File: config.mk
export PLATFORM = sky130hd
export DESIGN_NAME = demux
export DESIGN_NICKNAME = d
export VERILOG_FILES = /design/src/rtl/demux.sv
export SDC_FILE = /design/constraint.sdc
export NUM_CORES = 1
export LEC_CHECK = 0
export ABC_CLOCK_PERIOD_IN_PS = 1800
export BUFFER_PORTS_ARGS = -buffer_cell sky130_fd_sc_hd__buf_2
export CELL_PAD_IN_SITES_DETAIL_PLACEMENT = 2
export CELL_PAD_IN_SITES_GLOBAL_PLACEMENT = 2
export CORE_MARGIN = 4
export CORE_UTILIZATION = 31
export CTS_BUF_LIST = sky130_fd_sc_hd__clkbuf_4 sky130_fd_sc_hd__clkbuf_8
export CTS_CLUSTER_DIAMETER = 60
export DETAILED_ROUTE_END_ITERATION = 12
export PLACE_DENSITY = 0.83
export SYNTH_ARGS = -nofsm -noshare
export SYNTH_HDL_FRONTEND = slang
export SYNTH_SLANG_ARGS = --single-unit
File: constraint.sdc
create_clock -name clk -period 1.8 [get_ports clk]
set_input_delay 0.27 -clock clk [delete_from_list [all_inputs] [get_ports clk]]
set_output_delay 0.27 -clock clk [all_outputs]
set_load 0.05 [all_outputs]
File: src/rtl/demux.sv
// demux: steers one valid/ready stream to one of 2**SELECT_LINES lanes; packets stay whole on one lane.
// Latency: one cycle from an accepted beat to out_valid on the target lane.
// Backpressure: in_ready = target slot empty or draining this cycle; other lanes drain independently.
module demux #(
    parameter int SELECT_LINES = 2,
    parameter int DATA_WIDTH   = 8,
    localparam int N           = 2**SELECT_LINES
) (
    input  logic                    clk,
    input  logic                    rst_n,
    input  logic [DATA_WIDTH-1:0]   in_data,
    input  logic [SELECT_LINES-1:0] in_select,
    input  logic                    in_last,
    input  logic                    in_valid,
    output logic                    in_ready,
    output logic [DATA_WIDTH*N-1:0] out_data,
    output logic [N-1:0]            out_last,
    output logic [N-1:0]            out_valid,
    input  logic [N-1:0]            out_ready,
    output logic                    busy
);

    typedef enum logic {
        IDLE,
        LOCKED
    } state_t;

    typedef struct packed {
        logic                  last;
        logic [DATA_WIDTH-1:0] dat;
    } slot_t;

    state_t                  state_q, state_d;
    logic [SELECT_LINES-1:0] lock_sel_q, lock_sel_d;
    logic [SELECT_LINES-1:0] target;
    logic                    accept;
    logic [N-1:0]            wr_en;
    logic [N-1:0]            full_q;
    slot_t                   slot_q [N];

    // Destination is only sampled from in_select while no packet is open.
    always_comb begin
        target   = (state_q == LOCKED) ? lock_sel_q : in_select;
        in_ready = ~full_q[target] | out_ready[target];
        accept   = in_valid & in_ready;
        wr_en    = '0;
        if (accept) begin
            wr_en[target] = 1'b1;
        end
    end

    always_comb begin
        state_d    = state_q;
        lock_sel_d = lock_sel_q;
        case (state_q)
            IDLE: begin
                if (accept && !in_last) begin
                    state_d    = LOCKED;
                    lock_sel_d = in_select;
                end
            end
            LOCKED: begin
                if (accept && in_last) begin
                    state_d = IDLE;
                end
            end
            default: state_d = IDLE;
        endcase
    end

    always_ff @(posedge clk or negedge rst_n) begin
        if (!rst_n) begin
            state_q    <= IDLE;
            lock_sel_q <= '0;
        end else begin
            state_q    <= state_d;
            lock_sel_q <= lock_sel_d;
        end
    end

    // A refill in the same cycle as a drain keeps the slot full with the new beat.
    always_ff @(posedge clk or negedge rst_n) begin
        if (!rst_n) begin
            full_q <= '0;
            for (int i = 0; i < N; i++) begin
                slot_q[i] <= '0;
            end
        end else begin
            for (int i = 0; i < N; i++) begin
                if (wr_en[i]) begin
                    slot_q[i] <= '{last: in_last, dat: in_data};
                    full_q[i] <= 1'b1;
                end else if (out_ready[i]) begin
                    full_q[i] <= 1'b0;
                end
            end
        end
    end

    for (genvar g = 0; g < N; g++) begin : g_lane
        assign out_data[DATA_WIDTH*g +: DATA_WIDTH] = slot_q[g].dat;
        assign out_last[g]                          = slot_q[g].last;
    end

    assign out_valid = full_q;
    assign busy      = (state_q == LOCKED);

endmodule
==> flow_summary.toml <==
[status]
status = "finished, violations left"
violations = "negative setup slack"

[worst_setup_path]
crit_path_top_delay_cell = "dfrtp_2"
cp-end-kind = "output pin"
critPathKind = "reg -> out"
arrival_ps = 1750
slowest_delay_ps = 450
crit_required_ps = 1530
path_buf_inv = 1
crit_path_frequent_cell = "mux2i_4"
crit_family = "multiplexers"
crit_fanout = 4
crit_path_start_kind = "flip-flop"
critical_path.cell_chain = "mux2i_4 -> mux2i_2 -> mux2i_4 -> buf_6"

[global_routing]
grt_max_degree = 22
grt_pass1_wl_microns = 8397
grt_usage_pct = 15.54
grt_pass1_vias = 1492
grt-ovfl-total = 0
antenna_found_initial = 0

[yosys]
ys_top_cells_by_area = "dfrtp_1 (60%), mux2_2 (18%), mux2_4 (7.6%)"
ys_seq_area_share_pct = 60.27
yosysUniqueCellTypes = 19
synth_seq_cells = 43
syn_area_sq_mm = 0.001785
syn_nets = 130
yosysWarnings = 0
synth_top_area_share_pct = 60.27
avgSynthCellArea_sq_um = 15.94
yosys.area.top_type = "dfrtp_1"
syn_inst = 112

[finish]
syn_to_final_growth_pct = 41.70
drive_above_1_share_pct = 70.10
fillers = 562
nets = 211
final_cells = 266
final_cell_mix = "buf_2 (58), dfrtp_1 (42), mux2_2 (27), mux2_4 (11), buf_4 (11)"
antennaDiodeCount = 0
final_common_cell = "buf_2"

[floorplan]
die_width_microns = 83.89
pin_count = 60
dieArea_sq_mm = 0.007038
start_util_pct = 32.23
row_count = 27
die_h_microns = 83.89
coreArea_sq_mm = 0.005540

[timing]
tns_ps = -1760
worst_slack_ps = -221.7
finalSetupViolCount = 11
final.period_utilization_pct = 112.3
holdWs_ps = 249.0
worst_pin_slew_ps = 491.1
skew_ps = 5.399
relSlewSlack_pct = 67.26
fmax_ghz = 0.4946
finalHoldViolCount = 0
fin_crit_ps = 2022
slew_viol_final = 0
rsz0062_at_grt = "yes"

[job]
cap_viol_max_count = 0

[drt]
vias = 1271
via_per_inst = 4.778
drc = 0
firstDrtPassIters = 3
wl_microns = 5572
drtAntennaViolNets = 0
drt_iter0_drc = 25
wire_per_inst_microns = 20.95

[hold_path]
min_path_type = "in -> reg"

[clocking]
cts_buffers = 5
clk_latency_ps = 290
cts_tree = "built"
htreeDepth = 2
clockBufferDepth = 2
clockRootBuffer = "clkbuf_8"
clkSinkCount = 43
clkSlewWorstSetupHoldPaths_ps = 80

[place]
dp_hpwl_microns = 3796
portBuffers = 59
gp_routability_congestion = 0.8226
numPlacedInstances = 250
[path summary, 6_finish.rpt]
path / start / endpoint / slack (ps) / cells after the start
min in group asynchronous: rst_n / out_data[29] / 460 / 2
worst min register to register: out_data[5] / out_data[5] / 510 / 1
worst min-delay path: in_data[5] / out_data[29] / 250 / 2
max in group asynchronous: rst_n / out_data[10] / 770 / 3
worst max-delay path: flip-flop / in_ready / -220 / 4
worst max register to register: flip-flop / out_data[26] / -180 / 6
[layout make-up]
| class | instances | area, sq um | share of cell area, % |
|---|---|---|---|
| Clock buffer | 8 | 103.9 | 4.105 |
| Inverter | 1 | 3.754 | 0.1484 |
| Sequential cell | 43 | 1077 | 42.58 |
| Multi-Input combinational cell | 67 | 803.3 | 31.75 |
| Timing Repair Buffer | 75 | 451.7 | 17.85 |
| Tap cell | 72 | 90.09 | 3.561 |
[per-stage QoR]
stage               util (%)  area (sq um)  setup WS [ps]
global placement       41.19          2282          31.98
CTS                    44.38          2459         -186.0
global route           45.66          2530         -274.9
detailed placement     41.19          2282         -44.25
floorplan                  -          1833         -115.7
finish                 45.66          2530         -221.7
[repair_timing]
action | 4_1_cts | 5_1_grt
setup endpoints to repair | 5 | 20
gates resized for setup | 9 | 7
buffers inserted | 3 | 2
pin swaps | 0 | 1
hold buffers | 1 | 0
hold endpoints to repair | 19 | 0
cloned | 1 | 1
[sequential cells by signal, summed over array words and instances, names as in the netlist, named ones only]
register and flops:
out_data 32, out_last 4, out_valid 4, lock_sel_q 2
[synth_stat cells]
cell type  number
buf_2           1
inv_1           1
mux2_4          9
mux2i_1         6
buf_6           1
nand4_2         1
nand2b_1        5
nand4b_2        2
o22ai_1         2
and4bb_2        1
nor2_1          1
a21oi_1         1
mux2_2         29
nand2_1         5
a2bb2oi_1       1
or4b_2          1
or3b_1          1
mux2i_2         1
dfrtp_1        43
[logic make-up (layout without fill, tap and decap cells)]
| group | count (synthesis) | in the layout | share of synthesized area (%) |
|---|---|---|---|
| muxes | 45 | 45 | 29.99 |
| DFF | 43 | 43 | 60.27 |
| AOI/OAI and AO/OA | 4 | 4 | 1.471 |
| and+or+nand+nor | 17 | 18 | 7.148 |
| buffers and inverters | 3 | 84 | 1.121 |
[routing by layer]
layer  vias up  share of wire [%]  GRT usage, %
li1        566                  -             -
met1       648                 38         18.16
met2        49                 53         26.97
met3         8                7.4         5.627
met4         0                1.4         3.947
met5         -                  0             0
Power is not shown: default switching activity piles up to over one toggle a cycle in this logic, so the estimate is an artifact.
